## src/rtl/cu_datapath_sequencer.sv

```systemverilog
// Microsequencer for the bus/register-file/ALU/shifter datapath: buffers 16-bit
// micro-instructions in a 2-entry FIFO and steps each through DECODE/EXECUTE/SHIFT/WRITE.
module cu_datapath_sequencer #(
  parameter int DATAWIDTH_MUX_SELECTION        = 3,
  parameter int DATAWIDTH_ALU_SELECTION        = 4,
  parameter int DATAWIDTH_REGSHIFTER_SELECTION = 2,
  parameter int DATAWIDTH_DECODER_SELECTION    = 3,
  parameter logic [DATAWIDTH_ALU_SELECTION-1:0]        ALU_IDLE     = 4'b0000,
  parameter logic [DATAWIDTH_REGSHIFTER_SELECTION-1:0] SHIFT_IDLE   = 2'b00,
  parameter logic [DATAWIDTH_DECODER_SELECTION-1:0]    DECODER_IDLE = 3'b111,
  parameter int DATAWIDTH_COUNT                = 8
) (
  input  logic                                      CU_SEQ_CLOCK_50,
  input  logic                                      CU_SEQ_Reset_InHigh,
  input  logic [15:0]                               CU_SEQ_Instr_In,
  input  logic                                      CU_SEQ_InstrValid_In,
  output logic                                      CU_SEQ_InstrReady_Out,
  output logic [DATAWIDTH_MUX_SELECTION-1:0]        CU_SEQ_MuxASel_Out,
  output logic [DATAWIDTH_MUX_SELECTION-1:0]        CU_SEQ_MuxBSel_Out,
  output logic [DATAWIDTH_ALU_SELECTION-1:0]        CU_SEQ_ALUSel_Out,
  output logic [DATAWIDTH_REGSHIFTER_SELECTION-1:0] CU_SEQ_ShiftSel_Out,
  output logic [DATAWIDTH_DECODER_SELECTION-1:0]    CU_SEQ_DecoderSel_Out,
  output logic                                      CU_SEQ_Busy_Out,
  output logic                                      CU_SEQ_Done_Out,
  output logic [DATAWIDTH_COUNT-1:0]                CU_SEQ_Retired_Out
);

  typedef enum logic [2:0] {IDLE, DECODE, EXECUTE, SHIFT, WRITE} state_t;

  state_t      state, stateNext;
  logic [15:0] fifoMem [2];
  logic        wrPtr, rdPtr;
  logic [1:0]  count, countNext;
  logic        fifoSeen;
  logic        push, pop;
  logic [15:0] instr, instrNext;

  logic [DATAWIDTH_MUX_SELECTION-1:0]        muxANext, muxBNext;
  logic [DATAWIDTH_ALU_SELECTION-1:0]        aluNext;
  logic [DATAWIDTH_REGSHIFTER_SELECTION-1:0] shiftNext;
  logic [DATAWIDTH_DECODER_SELECTION-1:0]    decoderNext;
  logic                                      doneNext;
  logic [DATAWIDTH_COUNT-1:0]                retiredNext;

  // NOTE: every variable written here gets a default first, so no path can infer a latch.
  always_comb begin
    push      = CU_SEQ_InstrValid_In && CU_SEQ_InstrReady_Out && !CU_SEQ_Reset_InHigh;
    pop       = 1'b0;
    stateNext = state;
    instrNext = instr;

    unique case (state)
      // IDLE waits one cycle after an entry lands so the head is seen through fifoSeen.
      IDLE: begin
        if (fifoSeen && count != 2'd0) begin
          pop       = 1'b1;
          instrNext = fifoMem[rdPtr];
          stateNext = DECODE;
        end
      end
      DECODE:  stateNext = EXECUTE;
      EXECUTE: stateNext = SHIFT;
      SHIFT:   stateNext = WRITE;
      WRITE: begin
        if (count != 2'd0) begin
          pop       = 1'b1;
          instrNext = fifoMem[rdPtr];
          stateNext = DECODE;
        end else begin
          stateNext = IDLE;
        end
      end
      default: stateNext = IDLE;
    endcase

    unique case ({push, pop})
      2'b10:   countNext = count + 2'd1;
      2'b01:   countNext = count - 2'd1;
      default: countNext = count;
    endcase

    // Outputs are computed for the state being entered so the registers line up with it.
    muxANext    = '0;
    muxBNext    = '0;
    aluNext     = ALU_IDLE;
    shiftNext   = SHIFT_IDLE;
    decoderNext = DECODER_IDLE;
    doneNext    = 1'b0;
    if (stateNext != IDLE) begin
      muxANext = instrNext[15:13];
      muxBNext = instrNext[12:10];
    end
    case (stateNext)
      EXECUTE: aluNext = instrNext[9:6];
      SHIFT:   shiftNext = instrNext[5:4];
      WRITE: begin
        doneNext = 1'b1;
        if (instrNext[0]) decoderNext = instrNext[3:1];
      end
      default: ;
    endcase
    retiredNext = CU_SEQ_Retired_Out + DATAWIDTH_COUNT'(doneNext);
  end

  // NOTE: storage array has no reset; count/pointers define which entries are meaningful.
  always_ff @(posedge CU_SEQ_CLOCK_50) begin
    if (push) fifoMem[wrPtr] <= CU_SEQ_Instr_In;
  end

  // NOTE: sequential state uses non-blocking assignments only.
  always_ff @(posedge CU_SEQ_CLOCK_50) begin
    if (CU_SEQ_Reset_InHigh) begin
      state                 <= IDLE;
      instr                 <= '0;
      wrPtr                 <= 1'b0;
      rdPtr                 <= 1'b0;
      count                 <= 2'd0;
      fifoSeen              <= 1'b0;
      CU_SEQ_InstrReady_Out <= 1'b1;
      CU_SEQ_MuxASel_Out    <= '0;
      CU_SEQ_MuxBSel_Out    <= '0;
      CU_SEQ_ALUSel_Out     <= ALU_IDLE;
      CU_SEQ_ShiftSel_Out   <= SHIFT_IDLE;
      CU_SEQ_DecoderSel_Out <= DECODER_IDLE;
      CU_SEQ_Busy_Out       <= 1'b0;
      CU_SEQ_Done_Out       <= 1'b0;
      CU_SEQ_Retired_Out    <= '0;
    end else begin
      state                 <= stateNext;
      instr                 <= instrNext;
      if (push) wrPtr       <= ~wrPtr;
      if (pop)  rdPtr       <= ~rdPtr;
      count                 <= countNext;
      fifoSeen              <= (count != 2'd0);
      CU_SEQ_InstrReady_Out <= (countNext < 2'd2);
      CU_SEQ_MuxASel_Out    <= muxANext;
      CU_SEQ_MuxBSel_Out    <= muxBNext;
      CU_SEQ_ALUSel_Out     <= aluNext;
      CU_SEQ_ShiftSel_Out   <= shiftNext;
      CU_SEQ_DecoderSel_Out <= decoderNext;
      CU_SEQ_Busy_Out       <= (stateNext != IDLE);
      CU_SEQ_Done_Out       <= doneNext;
      CU_SEQ_Retired_Out    <= retiredNext;
    end
  end

endmodule

```

## config.mk

```make
export PLATFORM = sky130hd
export DESIGN_NAME = cu_datapath_sequencer
export DESIGN_NICKNAME = d
export VERILOG_FILES = /design/src/rtl/cu_datapath_sequencer.sv
export SDC_FILE = /design/constraint.sdc
export NUM_CORES = 1
export LEC_CHECK = 0
export CORE_UTILIZATION = 35
export CTS_CLUSTER_DIAMETER = 80
export DETAILED_ROUTE_END_ITERATION = 6
export DONT_BUFFER_PORTS = 1
export SETUP_SLACK_MARGIN = 0.02
export SLEW_MARGIN = 25
export SYNTH_ARGS = -nofsm -noshare
export SYNTH_HDL_FRONTEND = slang
export SYNTH_SLANG_ARGS = --single-unit
```

## constraint.sdc

```tcl
create_clock -name CU_SEQ_CLOCK_50 -period 2.2 [get_ports CU_SEQ_CLOCK_50]
set_input_delay 0.44 -clock CU_SEQ_CLOCK_50 [delete_from_list [all_inputs] [get_ports CU_SEQ_CLOCK_50]]
set_output_delay 0.44 -clock CU_SEQ_CLOCK_50 [all_outputs]
set_load 0.01 [all_outputs]
```

==> results of run 1 <==
## how the worst max path moves through the flow
stage / slack (ns) / startpoint / depth (start not counted) / endpoint
after floorplan: 0.31 / state[2] / 9 / count[1]
after global placement: 0.36 / count[0] / 6 / count[1]
after detailed placement: 0.33 / count[0] / 6 / count[1]
after CTS: 0.33 / count[0] / 6 / count[1]
after global routing: 0.25 / count[0] / 6 / count[1]
final: 0.33 / count[0] / 6 / count[1]
## kinds of logic after synthesis
group	count (synthesis)	synth area share
buffers and inverters	14	0.0388
DFF	83	0.654
muxes	18	0.0599
adders and majority gates	3	0.0124
xor gates and xnor gates	7	0.0202
and+or+nand+nor	51	0.100
AOI/OAI and AO/OA	48	0.114
## final cells by class
cell class                      instances  area (µm²)  share of cell area
Clock inverter                          3        67.6              0.0202
Multi-Input combinational cell        127         930               0.278
Clock buffer                           13         170              0.0510
Inverter                                2        12.5             0.00375
Sequential cell                        83        1980               0.594
Timing Repair Buffer                    6        45.0              0.0135
Tap cell                              105         131              0.0394
## state kept, by name (all words and copies together), names as in the netlist, named ones only
name                   cells
CU_SEQ_ALUSel_Out          4
CU_SEQ_Busy_Out            1
CU_SEQ_DecoderSel_Out      3
CU_SEQ_Done_Out            1
CU_SEQ_InstrReady_Out      1
CU_SEQ_MuxASel_Out         3
CU_SEQ_MuxBSel_Out         3
CU_SEQ_Retired_Out         8
CU_SEQ_ShiftSel_Out        2
count                      2
fifoMem                   32
fifoSeen                   1
instr                     16
rdPtr                      1
state                      3
wrPtr                      1
## per-layer routing
layer / GRT usage / share of wire / up-vias
met5: 0 / 0 / -
met4: 0.0871 / 0.018 / 0
met2: 0.189 / 0.48 / 32
li1: - / - / 832
met3: 0.0447 / 0.061 / 9
met1: 0.142 / 0.44 / 774
## report_power, final
part	internal (mW)	switching (mW)	leakage, nW
Clock	0.741	0.529	0.115
Combinational	0.0552	0.0795	0.267
Sequential	1.65	0.0272	0.706
Total	2.44	0.635	1.09
## cell usage in the layout, fill, tap and decap left out, types with 2 or more instances in the layout
master,instances
dfxtp_1,51
edfxtp_1,32
a21oi_1,19
mux2i_1,17
nor2_1,15
clkbuf_8,10
a211oi_1,9
a211oi_2,7
o2bb2ai_1,6
buf_4,6
nand3b_1,5
nor2b_1,4
nand3_1,4
xnor2_1,4
and2_1,4
nand2_1,3
nand2b_1,3
nor3_1,3
xor2_1,3
ha_1,3
o21ai_1,2
and3_1,2
o21bai_1,2
o21ai_0,2
or3_1,2
bufinv_16,2
clkbuf_1,2
## per-stage QoR
| stage | hold slack (ns) | total power [mW] | utilization |
|---|---|---|---|
| 3_5_place_dp | 0.425 | 1.85 | 0.374 |
| 2_1_floorplan | 0.405 | 1.83 | - |
| 4_1_cts | 0.135 | 3.11 | 0.402 |
| 3_3_place_gp | 0.426 | 1.84 | 0.374 |
| 6_report | 0.159 | 3.08 | 0.402 |
| 5_1_grt | 0.131 | 3.19 | 0.402 |
## critical path: cells and delay by family (launching register included)
kind	cells	cell delay, ns
AND/OR/NAND/NOR	2	0.27
adder cells (fa/ha/maj)	1	0.28
buffers and inverters	1	0.16
flip-flops	1	0.40
AO/OA/AOI/OAI	1	0.29
multiplexers	1	0.35
==> impl_metrics.toml, run 1 <==
[power_and_ir_drop]
leakage_nw = 1.09
peakVddDrop_uv = 323
power_density_mw_per_mm2 = 922

[run]
maxCapViolations = 0

[synthesis]
synthTopCellsByCount = "51 x dfxtp_1, 32 x edfxtp_1, 19 x a21oi_1, 17 x mux2i_1, 15 x nor2_1"
avgSynthCellArea_um2 = 13.5
synth_cell_types = 38
synth_area_leaders = "dfxtp_1 34%, edfxtp_1 32%, mux2i_1 5.6%"
yosysMostFrequentCell = "dfxtp_1"
synth_edf_count = 32
netlist.top_cell.by_area = "dfxtp_1"
ys_seq_elements = 83
yosys_warnings = 0
synthArstFlopShare = 0
syn_inst = 224
synth_nets = 246
syn_area_mm2 = 0.00303
ys_seq_area_frac = 0.654
synth.top_cell.area_share = 0.337
synth_flop_cell = "dfxtp_1"

[timing]
hold_viol = 0
tightest_slew_ns = 0.632
clock.fmax_mhz = 536
period_needed_ns = 1.87
fin_setup_tns_ns = 0
rsz0062_at_grt = "false"
slew_headroom = 0.573
finalSetupViolCount = 0
fin_worst_skew_ns = 0.00652
fin_ws_ns = 0.333
fin_crit_sh = 0.849
drv_slew = 0

[setup_path]
cp_slowest_stage_delay_ns = 0.40
crit_path_end_kind = "flop"
startpoint_type = "flop"
cp.required_ns = 2.44
path_class = "reg2reg"
crit_slowest_cell = "dfxtp_1"
worstReg2RegEnd = "count[1]"
reg2regPathDepth = 6
crit_arrival_ns = 2.11
cp_cell_sequence = "o22a_1, nand2_8, inv_6, ha_1, nor2_1, mux2_2"
r2r_setup_slack_ns = 0.33
timing.rr.start = "count[0]"
critPathMaxFanout = 19

[global_route]
grt_pass1_wl_mm = 7.89
overflow = 0
grt_pass1_vias = 1601
grt_usage = 0.123
antenna_found_initial = 0
grt_max_degree = 43

[run_status]
status = "finished clean"

[clock_network]
clkLatencyLatePin_ns = 0.35
path_clk_slew_ns = 0.08
postCtsHoldBufs = 0
cts_sinks = 83
h-tree-depth = 3
cts_tree = "yes"
post_cts_buffers = 0
clk_path_buf_depth = 2
ctsResizeCount = 0
cts_made_buffers = 9
clockRootBuffer = "clkbuf_8"

[floorplan]
die_x_um = 95.0
core_area_mm2 = 0.00830
fp.dieH_um = 95.0
die_area_mm2 = 0.00903
ios = 45
start_util = 0.365
rows = 33

[drt]
routedWlPerCell_um = 14.9
vias_per_cell = 4.86
drt_iter0_drc = 102
vias = 1647
drt-pass1-iter-count = 4
antenna_left = 0
routed_wl_mm = 5.06
route.detailed.drc = 0

[layout]
areaGrowthSynthToFinish_pct = 10.2
n_fill_cell = 787
stdcell_area_mm2 = 0.00334
nets = 251
diodes = 0
drive_gt1_frac = 0.137
layoutNonFillerInstCount = 339

[worst_hold_path]
holdPathEnd = "wrPtr"
whs_path_depth = 1
worstHoldStart = "CU_SEQ_Reset_InHigh"
min_path_type = "in2reg"

[placed_design]
place_congestion = 0.705
hpwl_mm = 3.20
dpl.cell_count = 323
place_ws_ns = 0.332
place_area_mm2 = 0.00310
port_buffers = 0
No activity file was read; power rests on OpenSTA's default activity.
==> run 2, diff against run 1 <==
==> constraint.sdc (replaced) <==
create_clock -name CU_SEQ_CLOCK_50 -period 1.7 [get_ports CU_SEQ_CLOCK_50]
set_input_delay 0.34 -clock CU_SEQ_CLOCK_50 [delete_from_list [all_inputs] [get_ports CU_SEQ_CLOCK_50]]
set_output_delay 0.34 -clock CU_SEQ_CLOCK_50 [all_outputs]
set_load 0.01 [all_outputs]
==> impl_metrics.toml, run 2 (synthesis gave the netlist of run 1 again) <==
[timing]
tightest_slew_ns = 0.371
drv_slew = 0
fin_worst_skew_ns = 0.00480
hold_viol = 0
finalSetupViolCount = 0
fin_ws_ns = 0.115
rsz0062_at_grt = "false"
period_needed_ns = 1.59
clock.fmax_mhz = 631
worst_hold_slack_ns = 0.0548
fin_crit_sh = 0.932
slew_headroom = 0.752

[setup_path]
crit_arrival_ns = 1.83
crit_slowest_cell = "dfxtp_1"
path_buf_inv = 1
startpoint_type = "flop"
cp_top_family = "flip-flops"
worstReg2RegEnd = "count[1]"
r2r_setup_slack_ns = 0.11
critPathMaxFanout = 4
cp_slowest_stage_delay_ns = 0.33
crit_path_end_kind = "flop"
cp_cell_sequence = "o22a_1, nand2_8, inv_6, ha_4, xnor2_1, nor2_2, mux2_4"
timing.rr.start = "count[1]"
crit_start = "count[1]"
critical_path_depth = 7
reg2regPathDepth = 7
path_class = "reg2reg"
worstSetupEndpoint = "count[1]"
cp.required_ns = 1.95

[layout]
layout_common_cells = "49 x dfxtp_1, 32 x edfxtp_1, 19 x a21oi_1, 17 x mux2i_1, 14 x buf_4"
top_register = "fifoMem"
drive_gt1_frac = 0.194
reg_top3 = "fifoMem: 32 flops, instr: 16 flops, CU_SEQ_Retired_Out: 8 flops"
diodes = 0
areaGrowthSynthToFinish_pct = 12.7
layout_commonest_cell = "dfxtp_1"
largest_reg_flops = 32
stdcell_area_mm2 = 0.00341
nets = 259

[drt]
antenna_left = 0
route.detailed.drc = 0
vias = 1678
drt_iter0_drc = 85
routedWlPerCell_um = 14.7
vias_per_cell = 4.84
drt-pass1-iter-count = 4
routed_wl_mm = 5.12

[clock_network]
path_clk_slew_ns = 0.08
post_cts_buffers = 0
cts_tree = "yes"
clkLatencyLatePin_ns = 0.35
clockRootBuffer = "clkbuf_8"
cts_sinks = 83
clk_path_buf_depth = 2
h-tree-depth = 3
cts_made_buffers = 9

[floorplan]
rows = 33
ios = 45
die_x_um = 95.0
fp.dieH_um = 95.0
core_area_mm2 = 0.00830
die_area_mm2 = 0.00903
start_util = 0.365

[power_and_ir_drop]
total_power_mw = 3.93
peakVddDrop_uv = 528
power_density_mw_per_mm2 = 1150
leakage_nw = 1.12

[placed_design]
place_congestion = 0.729
place_area_mm2 = 0.00318
place_ws_ns = 0.0595
port_buffers = 0
hpwl_mm = 3.40

[global_route]
overflow = 0
grt_pass1_wl_mm = 7.91
grt_usage = 0.123
grt_pass1_vias = 1647
antenna_found_initial = 0
grt_max_degree = 43

[run]
maxCapViolations = 0

[run_status]
status = "finished clean"

[worst_hold_path]
min_path_type = "in2reg"
-- run 2: cell types whose count changed in the layout (fill, tap and decap cells not counted), sizes merged --
cell	before	now
inv	2	3
buf	6	14
clkinv	0	1
clkbuf	13	11
-- run 2: worst min-delay path by stage --
stage                                   start                       end  cells after the start
final                     CU_SEQ_Reset_InHigh     CU_SEQ_Retired_Out[7]                      1
after global routing      CU_SEQ_Reset_InHigh                  count[0]                      1
after CTS                 CU_SEQ_Reset_InHigh                 instr[13]                      1
after detailed placement  CU_SEQ_Reset_InHigh                 instr[14]                      1
after global placement    CU_SEQ_Reset_InHigh                 instr[13]                      1
after floorplan                      instr[0]  CU_SEQ_DecoderSel_Out[0]                      1
-- run 2: final cells by class --
| type | count | area [µm²] |
|---|---|---|
| inverters | 2 | 12.5 |
| repair buffers | 14 | 105 |
| well taps | 105 | 131 |
| flip-flops and latches | 83 | 1980 |
| clock inverters | 5 | 85.1 |
| fillers | 766 | 4890 |
| multi-input cells | 127 | 953 |
| clock buffers | 11 | 141 |
-- run 2: power breakdown --
group	internal, mW	switching, mW	total, mW
clock	0.875	0.693	1.57
combinational	0.0855	0.116	0.201
sequential	2.13	0.0279	2.16
-- run 2: timing repair --
| action | CTS | global route |
|---|---|---|
| endpoints found under the hold margin | 0 | 0 |
| gates resized for setup | 0 | 4 |
| setup endpoints to repair | 0 | 3 |
| hold buffers | 0 | 0 |
-- run 2: worst reg2reg max path, cell delays in order, from the launching register on --
cell,delay (ns)
dfxtp_1,0.33
o22a_1,0.27
nand2_8,0.11
inv_6,0.03
ha_4,0.14
xnor2_1,0.12
nor2_2,0.17
mux2_4,0.31
-- run 2: metal layers --
metal  up-vias  share of wire  global-route usage
met5         -              0                   0
met4         0          0.024              0.0758
met3        12          0.059              0.0431
met2        35           0.47               0.189
met1       787           0.45               0.146
li1        844              -                   -
-- run 2: per-stage QoR --
stage	instances	setup TNS, ns	utilization
2_1_floorplan	224	-1.22	-
3_3_place_gp	331	0	0.383
3_5_place_dp	331	0	0.383
4_1_cts	347	0	0.410
5_1_grt	347	0	0.411
6_report	347	0	0.411
